File: config.mk
export PLATFORM = sky130hd
export DESIGN_NAME = axis_stream_gen_p
export DESIGN_NICKNAME = d
export VERILOG_FILES = /design/src/rtl/axis_stream_gen_p.sv
export SDC_FILE = /design/constraint.sdc
export NUM_CORES = 1
export LEC_CHECK = 0
export BUFFER_PORTS_ARGS = -buffer_cell sky130_fd_sc_hd__buf_2
export CAP_MARGIN = 20
export CORE_MARGIN = 4
export CORE_UTILIZATION = 30
export CTS_BUF_LIST = sky130_fd_sc_hd__clkbuf_2 sky130_fd_sc_hd__clkbuf_4 sky130_fd_sc_hd__clkbuf_8
export DETAILED_ROUTE_END_ITERATION = 6
export HOLD_SLACK_MARGIN = 0.02
export PLACE_DENSITY_LB_ADDON = 0.15
export SLEW_MARGIN = 5
export SYNTH_ARGS = -nofsm -noshare
export SYNTH_HDL_FRONTEND = slang
export SYNTH_SLANG_ARGS = --single-unit
export TNS_END_PERCENT = 1
File: constraint.sdc
create_clock -name clk -period 6.8 [get_ports clk]
set_input_delay 1.02 -clock clk [delete_from_list [all_inputs] [get_ports clk]]
set_output_delay 1.02 -clock clk [all_outputs]
set_load 0.02 [all_outputs]
File: src/rtl/axis_stream_gen_p.sv
// Parametrised AXI-Stream source: FWFT FIFO with packet-length tlast, replay
// (recirculate) mode, sticky overflow and tvalid hold across op_en drops.
module axis_stream_gen_p #(
  parameter int unsigned DATA_WIDTH    = 8,
  parameter int unsigned DEPTH         = 16,
  parameter int unsigned PKT_LEN_WIDTH = 8
) (
  input  logic                     clk,
  input  logic                     rst,
  input  logic [DATA_WIDTH-1:0]    din,
  input  logic                     push,
  input  logic                     op_en,
  input  logic                     replay,
  input  logic [PKT_LEN_WIDTH-1:0] pkt_len,
  output logic [DATA_WIDTH-1:0]    tdata,
  output logic                     tvalid,
  input  logic                     tready,
  output logic                     tlast,
  output logic [$clog2(DEPTH):0]   buff_count,
  output logic                     empty,
  output logic                     full,
  output logic                     overflow
);

  localparam int unsigned AW = $clog2(DEPTH);
  localparam int unsigned CW = (PKT_LEN_WIDTH > AW + 1) ? PKT_LEN_WIDTH : AW + 1;

  logic [DATA_WIDTH-1:0]    r_mem [DEPTH];
  logic [AW-1:0]            r_wr_ptr;
  logic [AW-1:0]            r_rd_ptr;
  logic [AW:0]              r_count;
  logic [PKT_LEN_WIDTH-1:0] r_beat_cnt;
  logic [PKT_LEN_WIDTH-1:0] r_len;
  logic                     r_hold;
  logic                     r_overflow;

  logic                     w_empty;
  logic                     w_full;
  logic                     w_tvalid;
  logic                     w_tlast;
  logic                     w_accept;
  logic                     w_wr_en;
  logic [DATA_WIDTH-1:0]    w_wr_data;
  logic [AW:0]              w_count_d;
  logic [PKT_LEN_WIDTH-1:0] w_len;

  assign w_empty  = (r_count == '0);
  assign w_full   = (r_count == (AW + 1)'(DEPTH));
  assign w_tvalid = !w_empty && (op_en || r_hold);
  assign w_accept = w_tvalid && tready;

  // Replay recirculates the head to the tail; external pushes are ignored.
  assign w_wr_en   = replay ? w_accept : (push && (!w_full || w_accept));
  assign w_wr_data = replay ? r_mem[r_rd_ptr] : din;

  // Length is sampled live on the first beat, then held for the rest of the packet.
  assign w_len = (r_beat_cnt == '0) ? pkt_len : r_len;

  always_comb begin
    w_tlast = 1'b0;
    if (w_len != '0) begin
      w_tlast = w_tvalid && (r_beat_cnt == w_len - PKT_LEN_WIDTH'(1));
    end else if (replay) begin
      w_tlast = w_tvalid && (CW'(r_beat_cnt) == CW'(r_count) - CW'(1));
    end else begin
      w_tlast = w_tvalid && (r_count == (AW + 1)'(1));
    end
  end

  always_comb begin
    w_count_d = r_count;
    if (!replay) begin
      if (w_wr_en && !w_accept) begin
        w_count_d = r_count + (AW + 1)'(1);
      end else if (!w_wr_en && w_accept) begin
        w_count_d = r_count - (AW + 1)'(1);
      end
    end
  end

  always_ff @(posedge clk) begin
    if (w_wr_en) begin
      r_mem[r_wr_ptr] <= w_wr_data;
    end
  end

  always_ff @(posedge clk or posedge rst) begin
    if (rst) begin
      r_wr_ptr   <= '0;
      r_rd_ptr   <= '0;
      r_count    <= '0;
      r_beat_cnt <= '0;
      r_len      <= '0;
      r_hold     <= 1'b0;
      r_overflow <= 1'b0;
    end else begin
      r_count <= w_count_d;
      r_hold  <= w_tvalid && !tready;
      if (w_wr_en) begin
        r_wr_ptr <= r_wr_ptr + AW'(1);
      end
      if (w_accept) begin
        r_rd_ptr <= r_rd_ptr + AW'(1);
        if (r_beat_cnt == '0) begin
          r_len <= pkt_len;
        end
        r_beat_cnt <= w_tlast ? '0 : r_beat_cnt + PKT_LEN_WIDTH'(1);
      end
      if (!replay && push && w_full && !w_accept) begin
        r_overflow <= 1'b1;
      end
    end
  end

  assign tdata      = r_mem[r_rd_ptr];
  assign tvalid     = w_tvalid;
  assign tlast      = w_tlast;
  assign buff_count = r_count;
  assign empty      = w_empty;
  assign full       = w_full;
  assign overflow   = r_overflow;

endmodule

==> results of run 1 <==
[power groups by stage]
stage,clock (mW),sequential (mW),combinational [mW]
4_1_cts,0.701,1.55,1.36
6_report,0.675,1.55,1.34
2_1_floorplan,0,1.48,1.04
3_5_place_dp,0,1.57,1.36
5_1_grt,0.741,1.58,1.47
3_3_place_gp,0,1.57,1.35
[synthesized netlist by cell type, drive strengths merged, types with 5 or more instances]
cell type	number	area [um2]
edfxtp	128	3840
mux4	40	901
dfrtp	31	776
xnor2	23	201
nand2	22	82.6
nor2	17	80.1
and2	13	81.3
ha	13	163
mux2	13	146
xor2	13	114
inv	12	45.0
a21oi	11	55.1
buf	11	57.6
o21ai	10	50.1
and3	8	50.1
clkbuf	8	30.0
nand4	8	50.1
nor3	8	40.0
mux2i	6	60.1
nor4	6	37.5
nand2b	5	31.3
[per-layer routing]
metal	up-vias	track usage [%]	wire length, um	share of wire (%)
met1	2043	16.7	7290	47
met4	0	3.58	70	0.45
met2	57	19.7	7650	49
met5	-	0	0	0
li1	1785	-	-	-
met3	9	2.86	537	3.5
[worst paths after layout]
path                       slack, ns            end  cells after the start     startpoint
setup reg to reg                3.21    r_mem[2][1]                     10  buff_count[0]
min in group asynchronous       0.63  buff_count[4]                      3            rst
max in group asynchronous       5.83    r_rd_ptr[0]                      3            rst
hold / removal                  0.47       overflow                      1       overflow
setup / recovery                1.73          tlast                     14  r_beat_cnt[1]
hold reg to reg                 0.47       overflow                      1       overflow
[stage by stage]
step                util [%]  hold slack [ns]  total power [mW]  setup WS, ns  area, um2
floorplan                  -            0.498              2.52          2.73       7160
global placement        32.8            0.454              2.91          2.37       7700
detailed placement      32.8            0.459              2.93          2.24       7700
CTS                     34.5            0.481              3.62          1.71       8090
global route            34.5            0.501              3.79          1.45       8090
finish                  34.5            0.473              3.56          1.73       8090
[state kept, by name (all words and copies together), names as in the netlist]
| signal | flops |
|---|---|
| r_rd_ptr | 4 |
| r_wr_ptr | 4 |
| buff_count | 5 |
| overflow | 1 |
| r_beat_cnt | 8 |
| r_len | 8 |
| r_hold | 1 |
| r_mem | 128 |
[placed cells by master (no fill, tap or decap), types with 10 or more instances in the layout]
master / n
a21oi_1: 11
and2_1: 13
buf_2: 39
clkbuf_8: 17
dfrtp_1: 30
edfxtp_1: 128
ha_1: 13
inv_1: 12
mux2_2: 13
mux4_2: 40
nand2_1: 22
nor2_1: 16
o21ai_0: 10
xnor2_1: 23
xor2_1: 13
[cell families after synthesis]
| logic type | count (synthesis) | synth area share [%] |
|---|---|---|
| AO/OA/AOI/OAI | 36 | 3.37 |
| multiplexers | 59 | 15.5 |
| AND/OR/NAND/NOR | 104 | 8.11 |
| buffers and inverters | 31 | 1.85 |
| XOR/XNOR | 36 | 4.40 |
| adder cells (fa/ha/maj) | 13 | 2.27 |
| flip-flops | 159 | 64.5 |
[cell type report]
| type | instances | area [um2] |
|---|---|---|
| fill | 2260 | 15400 |
| sequential | 159 | 4620 |
| multi-input combinational | 248 | 2410 |
| tap | 319 | 399 |
| clock buffer | 17 | 234 |
| timing repair buffer | 43 | 225 |
| clock inverter | 15 | 150 |
| inverter | 12 | 45.0 |
==> results.md, run 1 <==
* Worst Setup End Kind: primary output
* Critical Path AT at 4.05 ns
* Top_reg_cell synth: edfxtp_1
* CP Launch Type: flop
* Flops & latches, synth at 159
* DP Wirelength at about 10000 um
* Inserted Clock Buffers at 17
* First-pass GRT wire length at 24400 um
* Die area at roughly 26000 um2
* Via density at 4.79
* Bufs on Longest Clock Path at 2
* # diodes at 0
* Htree depth at 4
* Total global-route track usage at about an eighth
* Mapped cell area at 7160 um2
* Ys async rst share at 19.5%
* Standard-cell rows at 56
* Seq pwr share at between 40 and 50%
* Share of layout cells above drive strength 1 at 26.9%
* LEAKAGE at about 2.8 nW
* Post-synthesis sequential area ratio at approximately 65%
* Synth cell types at 44
* Unrepaired setup endpoints after global routing: no
* Drt initial violations at 240
* Highest clock rate at 197 MHz
* Clock network power share at 19.0%
* Fin crit period at 5.07 ns
* Status: finished, final reports clean
* # hold bufs at CTS at 0
* Internal power at 2.21 mW
* CTS tree: done
* Vias in the first global route at 4045
* Global route overflow at 0
* Worst rel slew slack at 55.2%
* Final hold violation count at 0
* Sw frac at a little under two fifths
* CORE AREA at 23500 um2
* Req. time, crit path at 5.78 ns
* Combinational Power Share at about 38%
* Die Width at about 160 um
* # IOs at 40
* Drt pass-1 iters at 4
* # nets final at between 500 and 600
* Worst path bufs/invs at 2
* Initial antenna violation count at 0
* Family with the most delay on the worst path: simple AND/OR/NAND/NOR gates
* # Post-CTS Setup Buffers at 0
* Routed WL per cell at roughly 19 um
* Fin crit share at about three quarters
* Worst clock skew at 0.0155 ns
* Syn nets at 473
* Non-filler instance count after layout at around 800
* Routed Antenna Nets at 0
* CP Class: flop to primary output
* Vias after detailed routing at 3894
* Die Ht at 162 um
* Min-Delay Path Class: flop to flop
* Post-synth EDFFs at 128
* Critical path fanouts, max at 9
* Average size of a mapped cell at roughly 16 um2
* Peak supply drop at 114 uV
* Final WL at 15600 um
* Initial Util at 30.5%
* Crit-path max cell delay at ~0.51 ns
* Placed cell count at 781
* Worst Tran Pin Value at 0.672 ns
* Largest net degree at the start of global routing at 36
* Sw power at 1.36 mW
* Area Overhead vs Synth at 13.0%
* Final setup violation count at 0
* Clock Sinks at ~160
* Worst path slowest cell: or4b_4
* Residual DRC at 0
* Clock root buffer: clkbuf_8
* Max-Cap Viols at 0
* Max Slew Vio Count at 0
* TNS Setup at 0 ns
* Synthesis Warnings at 0
* PwrDens at 441 nW/um2
* Clk_lat worst skew at about 0.46 ns
* Clock transition at path regs at 0.10 ns
* I/O Buffers at 39
* Crit path cell chain: inv_1 -> ha_1 -> or4b_4 -> nor2_8 -> mux2i_1 -> ha_1 -> nor3b_1 -> o21ai_0 -> nor2_1 -> a21oi_1 -> o21ai_0 -> o32ai_4 -> and2_1 -> buf_2
* Cell count after synthesis at 438
* Post-CTS resize count at 0
* GP Congestion at between 0.8 and 0.9
(Power assumes the default switching activity.)
==> inputs of run 2 (changes only) <==
==> constraint.sdc (replaced) <==
create_clock -name clk -period 4.6 [get_ports clk]
set_input_delay 0.69 -clock clk [delete_from_list [all_inputs] [get_ports clk]]
set_output_delay 0.69 -clock clk [all_outputs]
set_load 0.02 [all_outputs]
==> results.md, run 2 (synthesis gave the netlist of run 1 again) <==
* LEAKAGE at 2.80 nW (+1.5%)
* # diodes at 0 (unchanged)
* Clk_lat worst skew at 0.46 ns (about the same)
* Fin crit share at 95.2%
* First-pass GRT wire length at 24400 um (+0.23%)
* Worst clock skew at 0.0277 ns (+0.0122 ns)
* Inserted Clock Buffers at 17 (unchanged)
* Max Slew Vio Count at 0 (unchanged)
* Total global-route track usage at 12.2% (-0.074 points)
* Worst Tran Pin Value at 0.704 ns (+0.0311 ns)
* Crit path cell chain: inv_1 -> ha_1 -> or4b_4 -> nor2_8 -> mux2i_2 -> ha_1 -> nor3b_2 -> o21ai_0 -> nor2_1 -> a21oi_1 -> o21ai_1 -> o32ai_4 -> and2_1 -> buf_2
* Die Ht at 162 um (unchanged)
* Final setup margin at 0.220 ns (-1.51 ns)
* CP Depth at 14 (unchanged)
* TNS Setup at 0 ns (unchanged)
* Peak supply drop at 225 uV (+97%)
* Worst Setup End Kind: primary output
* # hold bufs at CTS at 0 (unchanged)
* Critical path fanouts, max at 8 (-1)
* Worst path slowest cell: or4b_4
* CP startpoint: r_beat_cnt[0]
* Vias after detailed routing at 3874 (-0.51%)
* CP Launch Type: flop
* Worst R2R End: r_mem[1][7]
* R2R Setup Slk at 1.01 ns (-2.20 ns)
* Final setup violation count at 0 (unchanged)
* CORE AREA at 23500 um2 (unchanged)
* Final hold violation count at 0 (unchanged)
* DP Wirelength at 10300 um (-0.58%)
* Share of layout cells above drive strength 1 at 28.2% (+1.2 points)
* Req. time, crit path at 3.91 ns (-1.87 ns)
* Bufs on Longest Clock Path at 2 (unchanged)
* Vias in the first global route at 4092 (+1.2%)
* Htree depth at 4 (unchanged)
* I/O Buffers at 39 (unchanged)
* Unrepaired setup endpoints after global routing: no
* Clock transition at path regs at 0.10 ns (about the same)
* CTS tree: done
* Fillers at 2211 (-2.2%)
* Initial Util at 30.5% (unchanged)
* Clock Sinks at 159 (unchanged)
* Worst rel slew slack at 53.1% (-2.1 points)
* Initial antenna violation count at 0 (unchanged)
* GP Congestion at 0.785 (-6.7%)
* Die Width at 162 um (unchanged)
* Hold_ws at 0.318 ns (-0.155 ns)
* Global route overflow at 0 (unchanged)
* Max FFs per register at 128 (unchanged)
* Area Overhead vs Synth at 14.2%
* Drt initial violations at 241 (+0.42%)
* Place WS at 0.402 ns (-1.84 ns)
* Final WL at 15400 um (-1.3%)
* Routed WL per cell at 18.8 um (-1.6%)
* Commonest non-fill, non-tap cells in the layout: edfxtp_1, mux4_2, buf_2
* Standard-cell rows at 56 (unchanged)
* Largest regs: r_mem x128, r_beat_cnt x8, r_len x8
* Family with the most delay on the worst path: simple AND/OR/NAND/NOR gates
* Routed Antenna Nets at 0 (unchanged)
* # nets final at 519 (+0.58%)
* # IOs at 40 (unchanged)
* Most common cell after layout, fill and taps aside: edfxtp_1
* Fin crit period at 4.38 ns
* Min-Delay Path Class: primary input to asynchronous set/reset pin
* Non-filler instance count after layout at 816 (+0.37%)
* Die area at 26400 um2 (unchanged)
* Placed cell count at 782 (+0.13%)
* Reg with most FFs: r_mem
* PwrDens at 655 nW/um2 (+49%)
* Residual DRC at 0 (unchanged)
* CP endpoint: tlast
* CP Class: flop to primary output
* Max-Cap Viols at 0 (unchanged)
* Clock root buffer: clkbuf_8
* Status: finished, final reports clean
* Worst path bufs/invs at 2 (unchanged)
* Crit-path max cell delay at 0.51 ns (about the same)
* Critical Path AT at 3.69 ns (-0.36 ns)
* R2r startpoint: buff_count[0]
* Largest net degree at the start of global routing at 36 (unchanged)
* Via density at 4.75 (-0.88%)
* CP most frequent cell: ha_1
* Cells on worst reg2reg path at 10 (unchanged)
* Drt pass-1 iters at 4 (unchanged)
* Highest clock rate at 228 MHz
[run 2: changes by cell type in the layout (fill, tap and decap cells not counted), moves of 2 or more]
cell      delta
nor3b_2      +2
clkinv_2     -2
clkinv_8     +3
buf_4        +3
inv_6        -3
clkinv_4     +2
inv_12       +3
nor3b_1      -2
[run 2: area by class of cell]
type                            count  area [um2]  share of cell area, %
Sequential cell                   159        4620                   56.5
Timing Repair Buffer               46         248                   3.03
Inverter                           12        45.0                  0.551
Multi-Input combinational cell    248        2430                   29.7
Clock inverter                     15         206                   2.52
Clock buffer                       17         234                   2.86
Tap cell                          319         399                   4.88
[run 2: metrics by stage]
| step | power [mW] | area (um2) | utilization, % |
|---|---|---|---|
| final | 5.36 | 8180 | 34.8 |
| after global routing | 5.69 | 8180 | 34.8 |
| after CTS | 5.44 | 8160 | 34.8 |
| after detailed placement | 4.34 | 7710 | 32.8 |
| after global placement | 4.31 | 7710 | 32.8 |
| after floorplan | 3.72 | 7160 | - |
[run 2: worst min-delay path by stage]
stage                        endpoint  cells after the start  slack, ns        start
after CTS                 r_rd_ptr[2]                      3       0.30          rst
after global placement       overflow                      1       0.45     overflow
after detailed placement     overflow                      1       0.46     overflow
after floorplan           r_wr_ptr[2]                      1       0.50  r_wr_ptr[2]
after global routing      r_rd_ptr[2]                      3       0.33          rst
final                     r_rd_ptr[2]                      3       0.32          rst
[run 2: repair_timing]
item	in CTS	in global routing
gates resized for setup	3	1
endpoints found under the setup margin	1	1
buffers inserted	0	2
pin swaps	0	1
[run 2: metal layers]
layer / up-vias / share of wire, % / GRT usage [%] / wire length [um]
li1: 1793 / - / - / -
met1: 2004 / 48 / 17.2 / 7300
met2: 67 / 48 / 19.3 / 7430
met3: 10 / 3.2 / 2.56 / 493
met4: 0 / 0.87 / 3.23 / 133
met5: - / 0 / 0 / 0
[run 2: power breakdown]
group | total (mW) | switching, mW | internal [mW]
registers | 2.26 | 0.255 | 2.01
logic | 2.01 | 1.15 | 0.862
clock network | 1.08 | 0.647 | 0.433
[run 2: tightest hold or removal path, cell delays in order]
cell and delay, ns:
buf_2 0.09, inv_1 0.04, buf_4 0.38
==> inputs of run 3 (changes only) <==
--- a/config.mk
+++ b/config.mk
@@ -12,7 +12,7 @@
 export CTS_BUF_LIST = sky130_fd_sc_hd__clkbuf_2 sky130_fd_sc_hd__clkbuf_4 sky130_fd_sc_hd__clkbuf_8
 export DETAILED_ROUTE_END_ITERATION = 6
 export HOLD_SLACK_MARGIN = 0.02
-export PLACE_DENSITY_LB_ADDON = 0.15
+export PLACE_DENSITY_LB_ADDON = 0.25
 export SLEW_MARGIN = 5
 export SYNTH_ARGS = -nofsm -noshare
 export SYNTH_HDL_FRONTEND = slang
==> constraint.sdc (replaced) <==
create_clock -name clk -period 4.6 [get_ports clk]
set_input_delay 0.46 -clock clk [delete_from_list [all_inputs] [get_ports clk]]
set_output_delay 0.46 -clock clk [all_outputs]
set_load 0.02 [all_outputs]
==> results.md, run 3 (synthesis gave the netlist of run 1 again) <==
* Die area at 26400 um2 (unchanged)
* Peak supply drop at 204 uV (-9.4%)
* Largest net degree at the start of global routing at 34 (-5.6%)
* Max FFs per register at 128 (unchanged)
* Inserted Clock Buffers at 17 (unchanged)
* Final setup violation count at 0 (unchanged)
* Reg with most FFs: r_mem
* Unrepaired setup endpoints after global routing: no
* Standard-cell rows at 56 (unchanged)
* Total global-route track usage at 11.6% (-0.58 points)
* Crit path cell chain: inv_1 -> ha_1 -> or4b_4 -> nor2_8 -> mux2i_1 -> ha_1 -> nor3b_2 -> o21ai_0 -> nor2_1 -> a21oi_1 -> o21ai_1 -> o32ai_4 -> and2_1 -> buf_2
* Share of layout cells above drive strength 1 at 27.4% (-0.79 points)
* Worst path slowest cell: or4b_4
* Crit-path max cell delay at 0.51 ns (about the same)
* Critical Path AT at 3.78 ns (+0.09 ns)
* Bufs on Longest Clock Path at 2 (unchanged)
* Routed WL per cell at 18.2 um (-3.5%)
* Die Ht at 162 um (unchanged)
* Global route overflow at 0 (unchanged)
* Routed Antenna Nets at 0 (unchanged)
* CP Class: flop to primary output
* Drt pass-1 iters at 5 (+1)
* Family with the most delay on the worst path: simple AND/OR/NAND/NOR gates
* Worst rel slew slack at 56.1% (+3.0 points)
* Most common cell after layout, fill and taps aside: edfxtp_1
* CTS tree: done
* Commonest non-fill, non-tap cells in the layout: edfxtp_1, mux4_2, buf_2
* Clock Sinks at 159 (unchanged)
* CORE AREA at 23500 um2 (unchanged)
* Drt initial violations at 276 (+15%)
* CP most frequent cell: ha_1
* Req. time, crit path at 4.14 ns (+0.23 ns)
* Vias after detailed routing at 3869 (-0.13%)
* Residual DRC at 0 (unchanged)
* Core Util, Final at 34.6% (-0.27 points)
* Worst path bufs/invs at 2 (unchanged)
* Clock transition at path regs at 0.09 ns (about the same)
* Critical path fanouts, max at 9 (+1)
* LEAKAGE at 2.77 nW (-1.2%)
* Initial Util at 30.5% (unchanged)
* Final WL at 14700 um (-3.9%)
* Max Slew Vio Count at 0 (unchanged)
* # diodes at 0 (unchanged)
* Clock root buffer: clkbuf_8
* CP Launch Type: flop
* Initial antenna violation count at 0 (unchanged)
* # nets final at 517 (-0.39%)
* Clk_lat worst skew at 0.46 ns (about the same)
* Highest clock rate at 236 MHz (+3.4%)
* Largest regs: r_mem x128, r_beat_cnt x8, r_len x8
* Fin crit share at 92.1% (-3.1 points)
* Final hold violation count at 0 (unchanged)
* Fillers at 2234 (+1.0%)
* Die Width at 162 um (unchanged)
* PwrDens at 652 nW/um2 (-0.37%)
* # Post-CTS Setup Buffers at 0 (unchanged)
* Status: finished, final reports clean
* Worst clock skew at 0.0134 ns (-0.0143 ns)
* TNS Setup at 0 ns (unchanged)
* Min-Delay Path Class: primary input to asynchronous set/reset pin
* Max-Cap Viols at 0 (unchanged)
* First-pass GRT wire length at 23400 um (-4.1%)
* Worst Tran Pin Value at 0.659 ns (-0.0448 ns)
* GP Congestion at 0.909 (+16%)
* # IOs at 40 (unchanged)
* Htree depth at 4 (unchanged)
* Worst Setup End Kind: primary output
* Vias in the first global route at 4053 (-0.95%)
* Via density at 4.76 (+0.36%)
* Area Overhead vs Synth at 13.4%
* I/O Buffers at 39 (unchanged)
* DP Wirelength at 10200 um (-1.2%)
* Fin crit period at 4.24 ns (-0.145 ns)
## run 3: metrics by stage
step	setup slack (ns)	hold slack (ns)	power (mW)	instances	instance area [um2]
finish	0.365	0.0823	5.29	812	8120
global route	0.0701	0.0959	5.61	812	8120
CTS	0.0707	0.0673	5.34	812	8100
detailed placement	0.498	0.459	4.33	782	7710
global placement	0.745	0.453	4.28	782	7710
floorplan	1.09	0.498	3.72	438	7160
## run 3: worst register-to-register path, cell delays in order, from the launching register on
cell	delay [ns]
dfrtp_1	0.48
inv_1	0.13
ha_1	0.26
or3b_1	0.27
nor2_1	0.11
nor3b_2	0.19
buf_4	0.29
o22a_1	0.39
nor2b_1	0.34
nor2b_1	0.27
and2_1	0.48
## run 3: layout make-up
type / count / area, um2 / share of cell area [%]
clock buffers: 19 / 249 / 3.07
clock inverters: 11 / 135 / 1.66
inverters: 12 / 45.0 / 0.555
multi-input cells: 248 / 2430 / 30.0
flip-flops and latches: 159 / 4620 / 56.9
well taps: 319 / 399 / 4.92
repair buffers: 44 / 233 / 2.87
## run 3: final timing paths
kind	start	to	slack [ns]	cells after the start
min in group clk	tready	r_hold	0.18	2
max reg2reg	buff_count[0]	r_mem[1][7]	1.05	10
max	r_beat_cnt[0]	tlast	0.36	14
min	rst	r_beat_cnt[4]	0.08	3
max in group asynchronous	rst	r_rd_ptr[0]	4.19	3
min reg2reg	overflow	overflow	0.47	1
## run 3: metal layers
| layer | global-route usage, % | part of all wire [%] |
|---|---|---|
| met5 | 0 | 0 |
| met3 | 2.25 | 2.5 |
| met2 | 18.5 | 49 |
| met4 | 4.04 | 1.7 |
| met1 | 16.0 | 47 |
## run 3: repair_timing
item                                    CTS  global route
endpoints found under the setup margin    1             1
pin swaps                                 0             0
hold buffers                              0             0
resized for setup                         1             4
## run 3: report_power, final
group / switching (mW) / leakage [nW] / total, mW / internal [mW]
registers: 0.305 / 1.53 / 2.31 / 2.01
logic: 1.10 / 1.04 / 1.97 / 0.868
clock network: 0.520 / 0.193 / 1.02 / 0.496
total: 1.92 / 2.77 / 5.29 / 3.37
